**src/rtl/loop_disable_ctrl_pkg.sv**
```systemverilog
// loop_disable_ctrl_pkg: shared state/exit-cause types and the forever-mode count value
package loop_ctrl_pkg;
  typedef enum logic [1:0] {ST_IDLE, ST_RUN, ST_EXIT} loop_state_e;
  typedef enum logic {EXIT_NATURAL, EXIT_DISABLE} exit_cause_e;
  localparam int FOREVER_CNT = 0;
endpackage

```
**src/rtl/loop_disable_ctrl_if.sv**
```systemverilog
// loop_disable_ctrl_if: flattened per-channel control/status bundle; wd_fire exists only with LOOP_WATCHDOG_EN
interface loop_disable_ctrl_if #(
  parameter int NUM_CH = 4,
  parameter int CNT_W  = 8,
  parameter int DATA_W = 32
);
  logic [NUM_CH-1:0]        start;
  logic [NUM_CH*CNT_W-1:0]  count;
  logic [NUM_CH-1:0]        dis;
  logic [NUM_CH*DATA_W-1:0] o_data;
  logic [NUM_CH-1:0]        busy;
  logic [NUM_CH-1:0]        done;
  logic [NUM_CH-1:0]        exit_dis;
  logic [NUM_CH*CNT_W-1:0]  iter;
`ifdef LOOP_WATCHDOG_EN
  logic [NUM_CH-1:0]        wd_fire;
  modport master (output start, count, dis, input o_data, busy, done, exit_dis, iter, wd_fire);
  modport slave  (input start, count, dis, output o_data, busy, done, exit_dis, iter, wd_fire);
`else
  modport master (output start, count, dis, input o_data, busy, done, exit_dis, iter);
  modport slave  (input start, count, dis, output o_data, busy, done, exit_dis, iter);
`endif
endinterface

```
**src/rtl/loop_disable_ctrl_ch.sv**
```systemverilog
// loop_ch: one loop channel (FSM, iteration counter, data register, optional LOOP_WATCHDOG_EN watchdog)
module loop_ch
  import loop_ctrl_pkg::*;
#(
  parameter int CNT_W    = 8,
  parameter int DATA_W   = 32,
  parameter int INIT_VAL = 1,
  parameter int LOOP_VAL = 10
`ifdef LOOP_WATCHDOG_EN
  , parameter int WD_W   = 12
`endif
) (
  input  logic              clk,
  input  logic              rst_n,
  input  logic              start,
  input  logic [CNT_W-1:0]  count,
  input  logic              dis,
  output logic [DATA_W-1:0] o_data,
  output logic              busy,
  output logic              done,
  output logic              exit_dis,
  output logic [CNT_W-1:0]  iter
`ifdef LOOP_WATCHDOG_EN
  , output logic            wd_fire
`endif
);
  loop_state_e state_q, state_d;
  exit_cause_e cause_q, cause_d;
  logic [CNT_W-1:0] cnt_q, cnt_d, iter_q, iter_d;
  logic [DATA_W-1:0] data_q, data_d;
  logic forever_m, wd_hit, brk, last;
  assign forever_m = cnt_q == CNT_W'(FOREVER_CNT);
`ifdef LOOP_WATCHDOG_EN
  logic [WD_W-1:0] wd_q, wd_d;
  logic fire_q, fire_d;
  assign wd_hit = state_q == ST_RUN && forever_m && wd_q == '1;
  assign wd_d = (state_q == ST_IDLE && start) ? '0 : (state_q == ST_RUN && forever_m) ? wd_q + 1'b1 : wd_q;
  assign fire_d = state_q == ST_RUN ? wd_hit : fire_q;
  assign wd_fire = done && fire_q;
  always_ff @(posedge clk or negedge rst_n)
    if (!rst_n) begin
      wd_q   <= '0;
      fire_q <= 1'b0;
    end else begin
      wd_q   <= wd_d;
      fire_q <= fire_d;
    end
`else
  assign wd_hit = 1'b0;
`endif
  // a break suppresses the iteration of the cycle it arrives in
  assign brk  = dis || wd_hit;
  assign last = !forever_m && iter_q + CNT_W'(1) == cnt_q;
  always_comb begin
    state_d = state_q;
    cause_d = cause_q;
    cnt_d   = cnt_q;
    iter_d  = iter_q;
    data_d  = data_q;
    if (state_q == ST_IDLE && start) begin
      state_d = ST_RUN;
      cnt_d   = count;
      iter_d  = '0;
    end else if (state_q == ST_RUN && brk) begin
      state_d = ST_EXIT;
      cause_d = EXIT_DISABLE;
    end else if (state_q == ST_RUN) begin
      data_d  = DATA_W'(LOOP_VAL) + DATA_W'(iter_q);
      iter_d  = iter_q + CNT_W'(1);
      state_d = last ? ST_EXIT : ST_RUN;
      cause_d = EXIT_NATURAL;
    end else if (state_q == ST_EXIT) begin
      state_d = ST_IDLE;
    end
  end
  always_ff @(posedge clk or negedge rst_n)
    if (!rst_n) begin
      state_q <= ST_IDLE;
      cause_q <= EXIT_NATURAL;
      cnt_q   <= '0;
      iter_q  <= '0;
      data_q  <= DATA_W'(INIT_VAL);
    end else begin
      state_q <= state_d;
      cause_q <= cause_d;
      cnt_q   <= cnt_d;
      iter_q  <= iter_d;
      data_q  <= data_d;
    end
  assign busy     = state_q == ST_RUN;
  assign done     = state_q == ST_EXIT;
  assign exit_dis = done && cause_q == EXIT_DISABLE;
  assign o_data   = data_q;
  assign iter     = iter_q;
endmodule

```
**src/rtl/loop_disable_ctrl.sv**
```systemverilog
// loop_disable_ctrl: NUM_CH independent loop channels sliced from a flat bus; LOOP_WATCHDOG_EN adds a forever-loop watchdog
module loop_disable_ctrl
  import loop_ctrl_pkg::*;
#(
  parameter int NUM_CH   = 4,
  parameter int CNT_W    = 8,
  parameter int DATA_W   = 32,
  parameter int INIT_VAL = 1,
  parameter int LOOP_VAL = 10
`ifdef LOOP_WATCHDOG_EN
  , parameter int WD_W   = 12
`endif
) (
  input logic clk,
  input logic rst_n,
  loop_disable_ctrl_if.slave bus
);
  for (genvar c = 0; c < NUM_CH; c++) begin : g_ch
    loop_ch #(
      .CNT_W(CNT_W), .DATA_W(DATA_W), .INIT_VAL(INIT_VAL), .LOOP_VAL(LOOP_VAL)
`ifdef LOOP_WATCHDOG_EN
      , .WD_W(WD_W)
`endif
    ) u_ch (
      .clk      (clk),
      .rst_n    (rst_n),
      .start    (bus.start[c]),
      .count    (bus.count[c*CNT_W +: CNT_W]),
      .dis      (bus.dis[c]),
      .o_data   (bus.o_data[c*DATA_W +: DATA_W]),
      .busy     (bus.busy[c]),
      .done     (bus.done[c]),
      .exit_dis (bus.exit_dis[c]),
      .iter     (bus.iter[c*CNT_W +: CNT_W])
`ifdef LOOP_WATCHDOG_EN
      , .wd_fire(bus.wd_fire[c])
`endif
    );
  end
endmodule

```
**src/flat_wrapper.sv**
```systemverilog
// flat-port wrapper written by rule: the top's interface ports become plain ports
module loop_disable_ctrl_flat import loop_ctrl_pkg::*;
#(
  parameter int NUM_CH   = 4,
  parameter int CNT_W    = 8,
  parameter int DATA_W   = 32,
  parameter int INIT_VAL = 1,
  parameter int LOOP_VAL = 10

)
  (clk, rst_n, bus_start, bus_count, bus_dis, bus_o_data, bus_busy, bus_done, bus_exit_dis, bus_iter);
  loop_disable_ctrl_if #(.NUM_CH(NUM_CH), .CNT_W(CNT_W), .DATA_W(DATA_W)) bus_i ();
  input logic clk;
  input logic rst_n;
  input wire logic [$bits(bus_i.start)-1:0] bus_start;
  input wire logic [$bits(bus_i.count)-1:0] bus_count;
  input wire logic [$bits(bus_i.dis)-1:0] bus_dis;
  output wire logic [$bits(bus_i.o_data)-1:0] bus_o_data;
  output wire logic [$bits(bus_i.busy)-1:0] bus_busy;
  output wire logic [$bits(bus_i.done)-1:0] bus_done;
  output wire logic [$bits(bus_i.exit_dis)-1:0] bus_exit_dis;
  output wire logic [$bits(bus_i.iter)-1:0] bus_iter;
  assign bus_i.start = bus_start;
  assign bus_i.count = bus_count;
  assign bus_i.dis = bus_dis;
  assign bus_o_data = bus_i.o_data;
  assign bus_busy = bus_i.busy;
  assign bus_done = bus_i.done;
  assign bus_exit_dis = bus_i.exit_dis;
  assign bus_iter = bus_i.iter;
  loop_disable_ctrl #(.NUM_CH(NUM_CH), .CNT_W(CNT_W), .DATA_W(DATA_W), .INIT_VAL(INIT_VAL), .LOOP_VAL(LOOP_VAL)) u_core (.clk(clk), .rst_n(rst_n), .bus(bus_i));
endmodule
```
**config.mk**
```make
export PLATFORM = sky130hd
export DESIGN_NAME = loop_disable_ctrl_flat
export DESIGN_NICKNAME = d
export VERILOG_FILES = /design/src/rtl/loop_disable_ctrl_pkg.sv /design/src/rtl/loop_disable_ctrl_if.sv /design/src/rtl/loop_disable_ctrl_ch.sv /design/src/rtl/loop_disable_ctrl.sv /design/src/flat_wrapper.sv
export SDC_FILE = /design/constraint.sdc
export NUM_CORES = 1
export LEC_CHECK = 0
export BUFFER_PORTS_ARGS = -buffer_cell sky130_fd_sc_hd__buf_2
export CORE_MARGIN = 2
export CORE_UTILIZATION = 53
export CTS_BUF_LIST = sky130_fd_sc_hd__clkbuf_4
export DETAILED_ROUTE_END_ITERATION = 16
export MAX_ROUTING_LAYER = met4
export PLACE_DENSITY = 0.83
export RECOVER_POWER = 100
export SLEW_MARGIN = 5
export SYNTH_ARGS = -nofsm -noshare
export SYNTH_HDL_FRONTEND = slang
export SYNTH_SLANG_ARGS = --single-unit
```
**constraint.sdc**
```tcl
create_clock -name clk -period 2.45 [get_ports clk]
set_clock_uncertainty 0.1 [all_clocks]
set_input_delay 0.49 -clock clk [delete_from_list [all_inputs] [get_ports clk]]
set_output_delay 0.49 -clock clk [all_outputs]
set_load 0.02 [all_outputs]
```
==> results of run 1 <==
-- cell type report --
class                      count  area (sq um)  share of cell area (%)
tap                          172           215                    3.04
inverter                      19          71.3                    1.01
multi-input combinational    586          3310                    46.7
timing repair buffer         130           573                    8.10
clock buffer                  10          75.1                    1.06
sequential                   112          2810                    39.7
clock inverter                 6          26.3                   0.371
-- critical path, cell delays in order (launching register included) --
cell and delay (ns):
dfrtp_1 0.47, ha_1 0.34, or3_1 0.40, a311oi_1 0.23, o22ai_1 0.13, a2111oi_2 0.41, a22o_1 0.20
-- worst paths after layout --
kind | endpoint | slack (ns) | cells past startpoint
setup / recovery | u_core.g_ch[2].u_ch.state_q[1] | 0.13 | 6
max in group asynchronous | u_core.g_ch[2].u_ch.iter[7] | 0.39 | 3
hold / removal | u_core.g_ch[3].u_ch.cnt_q[6] | 0.09 | 3
min in group asynchronous | u_core.g_ch[1].u_ch.iter[6] | 0.94 | 3
setup reg to reg | u_core.g_ch[2].u_ch.state_q[1] | 0.13 | 6
hold reg to reg | u_core.g_ch[3].u_ch.o_data[3] | 0.40 | 2
-- sequential cells by signal, summed over array words and instances, names as in the netlist --
| name | flops |
|---|---|
| u_core.g_ch.u_ch.state_q | 8 |
| u_core.g_ch.u_ch.iter | 32 |
| u_core.g_ch.u_ch.cause_q | 4 |
| u_core.g_ch.u_ch.cnt_q | 32 |
| u_core.g_ch.u_ch.o_data | 36 |
-- routing by layer --
layer  up-vias  wire [microns]  part of all wire [%]
met5         -               0                     0
met4         0             170                   1.3
met3        13             550                   4.2
met2       124            6440                    50
met1      2377            5790                    45
li1       2527               -                     -
-- kinds of logic (layout without fill, tap and decap cells) --
group | Yosys count | count (layout) | synth area share, %
xor+xnor | 75 | 75 | 9.70
fa+ha+maj | 20 | 20 | 3.70
compound gates | 108 | 108 | 9.77
simple gates | 282 | 282 | 19.1
mux | 9 | 9 | 1.48
buf+inv | 158 | 165 | 14.8
flops | 112 | 112 | 41.5
other cells | 1 | 92 | 0.0554
-- through the flow --
stage | instance area, sq um | hold WS, ns | utilization, % | setup slack (ns)
CTS | 7190 | 0.0566 | 57.2 | 0.146
global route | 7070 | 0.0569 | 56.3 | 0.00751
finish | 7070 | 0.0893 | 56.3 | 0.131
floorplan | 7110 | 0.0944 | - | 0.238
detailed placement | 7080 | 0.365 | 56.3 | 0.167
global placement | 7080 | 0.355 | 56.3 | 0.221
-- power breakdown --
group	internal, mW	switching [mW]	total (mW)	leakage (nW)
clock	0.205	0.583	0.788	0.0540
combinational	1.07	1.81	2.89	1.82
sequential	2.40	0.503	2.90	1.46
-- cell usage after synthesis, types with 4 or more instances --
| library cell | count | share of area, % |
|---|---|---|
| nor2_1 | 35 | 1.9 |
| nand4_1 | 6 | 0.55 |
| mux2_2 | 8 | 1.3 |
| xor2_1 | 31 | 4.0 |
| buf_4 | 104 | 12 |
| o2111ai_1 | 5 | 0.65 |
| o21ai_0 | 51 | 3.8 |
| nor4_1 | 6 | 0.55 |
| nor2b_1 | 8 | 0.74 |
| a31oi_1 | 7 | 0.65 |
| and3_1 | 6 | 0.55 |
| buf_2 | 8 | 0.59 |
| clkbuf_1 | 26 | 1.4 |
| a21oi_1 | 17 | 1.3 |
| xnor2_1 | 44 | 5.7 |
| nand2b_1 | 7 | 0.65 |
| nand3_1 | 13 | 0.96 |
| nor3_1 | 11 | 0.81 |
| and2_1 | 8 | 0.74 |
| dfstp_2 | 4 | 1.6 |
| or3_1 | 9 | 0.83 |
| dfrtp_1 | 108 | 40 |
| o31ai_1 | 8 | 0.89 |
| ha_1 | 20 | 3.7 |
| nand2_1 | 160 | 8.9 |
| inv_1 | 19 | 1.1 |
-- repair_timing --
item                                    in CTS  in global routing
hold buffers                                 1                  0
endpoints found under the setup margin       0                  2
hold endpoints to repair                    91                  0
gates resized for setup                      0                  1
==> metrics.md, run 1 <==
| Metric | Value |
|---|---|
| Worst-path clk slew | `0.16 ns` |
| WS Path Type | `flip-flop to flip-flop` |
| Register area share after synthesis | `between 40% and 50%` |
| GRT Util Overall | `between 10% and 20%` |
| Die Ht | `~120 microns` |
| Final Max Slew Viols | `0` |
| Hold_sp | `bus_count[30]` |
| Pwr Density | `930 mW/mm^2` |
| CP Capture Type | `flip-flop` |
| Min cycle time layout | `around 2.3 ns` |
| Total power draw | `roughly 6.6 mW` |
| Status | `finished, final reports clean` |
| Worst R2R Start | `u_core.g_ch[2].u_ch.iter[1]` |
| First-pass GRT wire length | `between 20000 and 25000 microns` |
| GRT overflow | `0` |
| Seq cells post-synth | `between 100 and 150` |
| Drt first pass iters | `4` |
| RSZ-0062 raised after global routing | `false` |
| Crit path from | `u_core.g_ch[2].u_ch.iter[1]` |
| Area of the die | `approximately 0.014 sq mm` |
| Static Leak | `between 3 and 4 nW` |
| Most common cell after layout, fill and taps aside | `nand2_1` |
| CTS tree | `built` |
| Distinct cell type count after synthesis | `50` |
| CTS max path bufs | `2` |
| Share of cells above drive strength 1 | `a little under 9%` |
| Tcrit/Tclk final | `~95%` |
| Crit Path Max Fanout | `7` |
| Top_reg_cell synth | `dfrtp_1` |
| Final hold violations | `0` |
| Post-synth EDFFs | `0` |
| Post-Layout Cell Count | `1035` |
| Root Driver | `clkbuf_4` |
| # fillers | `~1200` |
| Number of buffers created by CTS | `9` |
| GR Layer Usage met3 | `roughly 3.1%` |
| Placer Congestion | `just under 0.9` |
| CTS Sinks | `between 100 and 150` |
| CP required | `2.77 ns` |
| Post-DP HPWL | `roughly 9500 microns` |
| Final nets | `920` |
| Starting Density | `a little over half` |
| Largest net degree at the start of global routing | `about 110` |
| Setup TNS Final | `0 ns` |
| Commonest non-fill, non-tap cells in the layout | `nand2_1, dfrtp_1, conb_1, clkbuf_1, o21ai_0` |
| Routed WL per cell | `between 10 and 15 microns` |
| Worst-Margin Slew | `1.49 ns` |
| # setup viols final | `0` |
| Post-synth ARST share | `100%` |
| Crit path arrival time | `2.64 ns` |
| Antenna diodes | `0` |
| Top Ports | `~210` |
| Area Overhead vs Synth | `4.47%` |
| Hold crit path type | `input port to flip-flop` |
| Horiz. Die Dim | `between 100 and 150 microns` |
| Setup bufs post-CTS | `0` |
| Core Rows | `41` |
| Via count | `slightly above 5000` |
| Cells after DPL | `~1000` |
| Total Wirelength | `13000 microns` |
| Buffers on Ports | `~120` |
| Slew headroom | `less than 1%` |
| Vias in the first global route | `roughly 4600` |
| Syn Std Cell Area | `slightly below 0.007 sq mm` |
| Initial antenna violation count | `0` |
| M1 GR Usage | `about a quarter` |
| Antenna-violating nets left | `0` |
| Max-Cap Viols | `0` |
| Residual DRC count | `0` |
| Initial DRC Count | `approximately 390` |
| Syn avg cell area | `8.85 sq um` |
| Top Usage Layer GRT | `met2` |
| Syn Inst Count | `765` |
| Peak supply drop | `around 0.7 mV` |
| Met2 Use GR | `32.7%` |
| Clock latency on the worst-skew pair | `0.46 ns` |
| Via density | `a little under 5` |
| CORE AREA | `between 0.01 and 0.015 sq mm` |
| F_max | `431 MHz` |
| CTS H-tree depth | `3` |
| YS warnings | `0` |
| CP startpoint kind | `flip-flop` |
(Power assumes the default switching activity.)
==> run 2: changes to the inputs <==
Settings changed: CORE_MARGIN 2 to unset, GPL_TIMING_DRIVEN set to 0.
==> run 2 against run 1 <==
  * Sequential share of layout area shrank 4.7 points
  * Via count grew 8.0%
  * Core utilization grew 9.5 points
  * Combinational power grew 8.7%
  * Worst setup slack lost 0.0014 ns
  * Global-route usage grew 2.7 points
  * Critical path depth is the same
  * Maximum frequency is essentially flat
  * Sequential power is essentially flat
  * Critical endpoint unchanged
  * Largest cell class unchanged
  * Largest power group is now combinational cells
==> metrics.md, run 2 (synthesis results as in run 1) <==
| Metric | Value |
|---|---|
| Area of the die | `0.0132 sq mm (-3.4%)` |
| Slew headroom | `8.68% (+7.7 points)` |
| CORE AREA | `0.0122 sq mm (-2.8%)` |
| Final instance area | `0.00803 sq mm (+14%)` |
| Via count | `5444 (+8.0%)` |
| Crit path arrival time | `2.64 ns (about the same)` |
| Routed WL per cell | `12.0 microns (-4.1%)` |
| Internal cell power | `4.10 mW (+11%)` |
| Final Max Slew Viols | `0 (unchanged)` |
| GRT Util Overall | `22.5% (+2.7 points)` |
| Worst-path clk slew | `0.16 ns (about the same)` |
| Setup bufs post-CTS | `0 (unchanged)` |
| Residual DRC count | `0 (unchanged)` |
| Final nets | `1052 (+14%)` |
| Min cycle time layout | `2.32 ns (+0.00136 ns)` |
| Hold crit path type | `input port to flip-flop` |
| CP required | `2.77 ns (about the same)` |
| Gate power share | `44.3% (+0.4 points)` |
| CTS tree | `built` |
| Multi-input gate area | `0.00332 sq mm (+0.30%)` |
| Tcrit/Tclk final | `94.7% (about the same)` |
| Switching Share | `42.2% (-1.9 points)` |
| Net Switching | `2.99 mW (+3.0%)` |
| Total power draw | `7.08 mW (+7.7%)` |
| CTS Sinks | `112 (unchanged)` |
| WS Path Type | `flip-flop to flip-flop` |
| Final hold violations | `0 (unchanged)` |
| Root Driver | `clkbuf_4` |
| Final WS setup | `0.130 ns (-0.00136 ns)` |
| Pwr Density | `882 mW/mm^2 (-5.2%)` |
| Top Ports | `214 (unchanged)` |
| CTS H-tree depth | `3 (unchanged)` |
| F_max | `431 MHz (about the same)` |
| Max-Cap Viols | `0 (unchanged)` |
| Placer Congestion | `0.832 (-6.4%)` |
| Initial DRC Count | `202 (-48%)` |
| CTS max path bufs | `2 (unchanged)` |
| Status | `finished, final reports clean` |
| GRT overflow | `0 (unchanged)` |
| CP startpoint kind | `flip-flop` |
| Peak supply drop | `0.716 mV (+0.12%)` |
| First-pass GRT wire length | `22900 microns (+9.1%)` |
| Largest net degree at the start of global routing | `58 (-49%)` |
| # setup viols final | `0 (unchanged)` |
| Antenna diodes | `0 (unchanged)` |
| Number of buffers created by CTS | `9 (unchanged)` |
| Initial antenna violation count | `0 (unchanged)` |
| Total Wirelength | `13900 microns (+7.7%)` |
| Seq. cell area | `0.00281 sq mm (+0.13%)` |
| Worst-Margin Slew | `1.37 ns (-0.115 ns)` |
| Clk pwr share | `14.6% (+2.6 points)` |
| DP Area | `0.00796 sq mm (+12%)` |
| Starting Density | `55.5% (+1.6 points)` |
| Final hold slack | `0.0853 ns (-0.00400 ns)` |
| Commonest non-fill, non-tap cells in the layout | `nand2_1, dfrtp_1, buf_4, clkbuf_1, conb_1` |
| Setup TNS Final | `0 ns (unchanged)` |
| Crit Path Max Fanout | `7 (unchanged)` |
| # fillers | `1092 (-8.1%)` |
| Antenna-violating nets left | `0 (unchanged)` |
| Most common cell after layout, fill and taps aside | `nand2_1` |
| RSZ-0062 raised after global routing | `false` |
| Horiz. Die Dim | `115 microns (-1.7%)` |
| Core Rows | `40 (-2.4%)` |
| Share of cells above drive strength 1 | `19.8% (+11 points)` |
| CP Capture Type | `flip-flop` |
| Post-DP HPWL | `10600 microns (+12%)` |
| Pre-CTS WS | `-0.00259 ns (-0.169 ns)` |
| Max FFs per register | `36 (unchanged)` |
| Area Overhead vs Synth | `18.6%` |
| Via density | `4.68 (-3.9%)` |
| Static Leak | `3.98 nW (+19%)` |
| Seq pwr share | `41.1% (-3.0 points)` |
| Drt first pass iters | `6 (+2)` |
| Die Ht | `115 microns (-1.7%)` |
| Buffers on Ports | `121 (unchanged)` |
| Vias in the first global route | `5011 (+9.7%)` |
| Clock latency on the worst-skew pair | `0.49 ns (+0.03 ns)` |
run 2: final cells by class:
type                            instances  share of cell area, %
Multi-Input combinational cell        586                   41.3
Clock inverter                          5                   1.01
Inverter                               19                  0.888
Tap cell                              168                   2.62
Clock buffer                           11                   1.03
Sequential cell                       112                   35.0
Buffer                                139                   11.6
Timing Repair Buffer                  123                   6.60
run 2: critical path, cell delays in order (launching register included):
cell and delay [ns]:
dfrtp_2 0.49, ha_2 0.27, or3_1 0.38, a311oi_1 0.24, o22ai_1 0.13, a2111oi_2 0.43, a22o_1 0.22
run 2: path summary, 6_finish.rpt:
kind | from | to | slack, ns | cells after the start
max | u_core.g_ch[2].u_ch.iter[1] | u_core.g_ch[2].u_ch.state_q[1] | 0.13 | 6
min | bus_count[9] | u_core.g_ch[1].u_ch.cnt_q[1] | 0.09 | 3
max reg2reg | u_core.g_ch[2].u_ch.iter[1] | u_core.g_ch[2].u_ch.state_q[1] | 0.13 | 6
min reg2reg | u_core.g_ch[3].u_ch.o_data[1] | u_core.g_ch[3].u_ch.o_data[1] | 0.40 | 2
max in group asynchronous | rst_n | u_core.g_ch[3].u_ch.o_data[0] | 0.33 | 3
min in group asynchronous | rst_n | u_core.g_ch[1].u_ch.iter[6] | 0.74 | 2
run 2: layer usage:
layer | vias up | track usage (%) | wire, microns
met5 | - | - | 0
met4 | 0 | 5.80 | 119
met3 | 12 | 5.59 | 649
met2 | 129 | 38.5 | 7010
met1 | 2511 | 26.5 | 6170
li1 | 2792 | - | -
run 2: repair_timing:
| action | in CTS | in global routing |
|---|---|---|
| hold endpoints to repair | 53 | 0 |
| hold buffers | 1 | 0 |
| endpoints found under the setup margin | 1 | 6 |
| gates resized for setup | 1 | 6 |
run 2: through the flow:
step                      instances  util, %
after floorplan                 856        -
after global placement         1145     64.9
after detailed placement       1146     65.2
after CTS                      1163     66.6
after global routing           1163     65.8
final                          1163     65.8
run 2: power by group through the flow:
stage	combinational, mW	clock [mW]	sequential, mW
2_1_floorplan	2.22	0	3.06
3_3_place_gp	3.10	0	2.91
3_5_place_dp	3.19	0	2.93
4_1_cts	3.21	1.07	2.90
5_1_grt	3.54	1.13	2.99
6_report	3.14	1.03	2.91
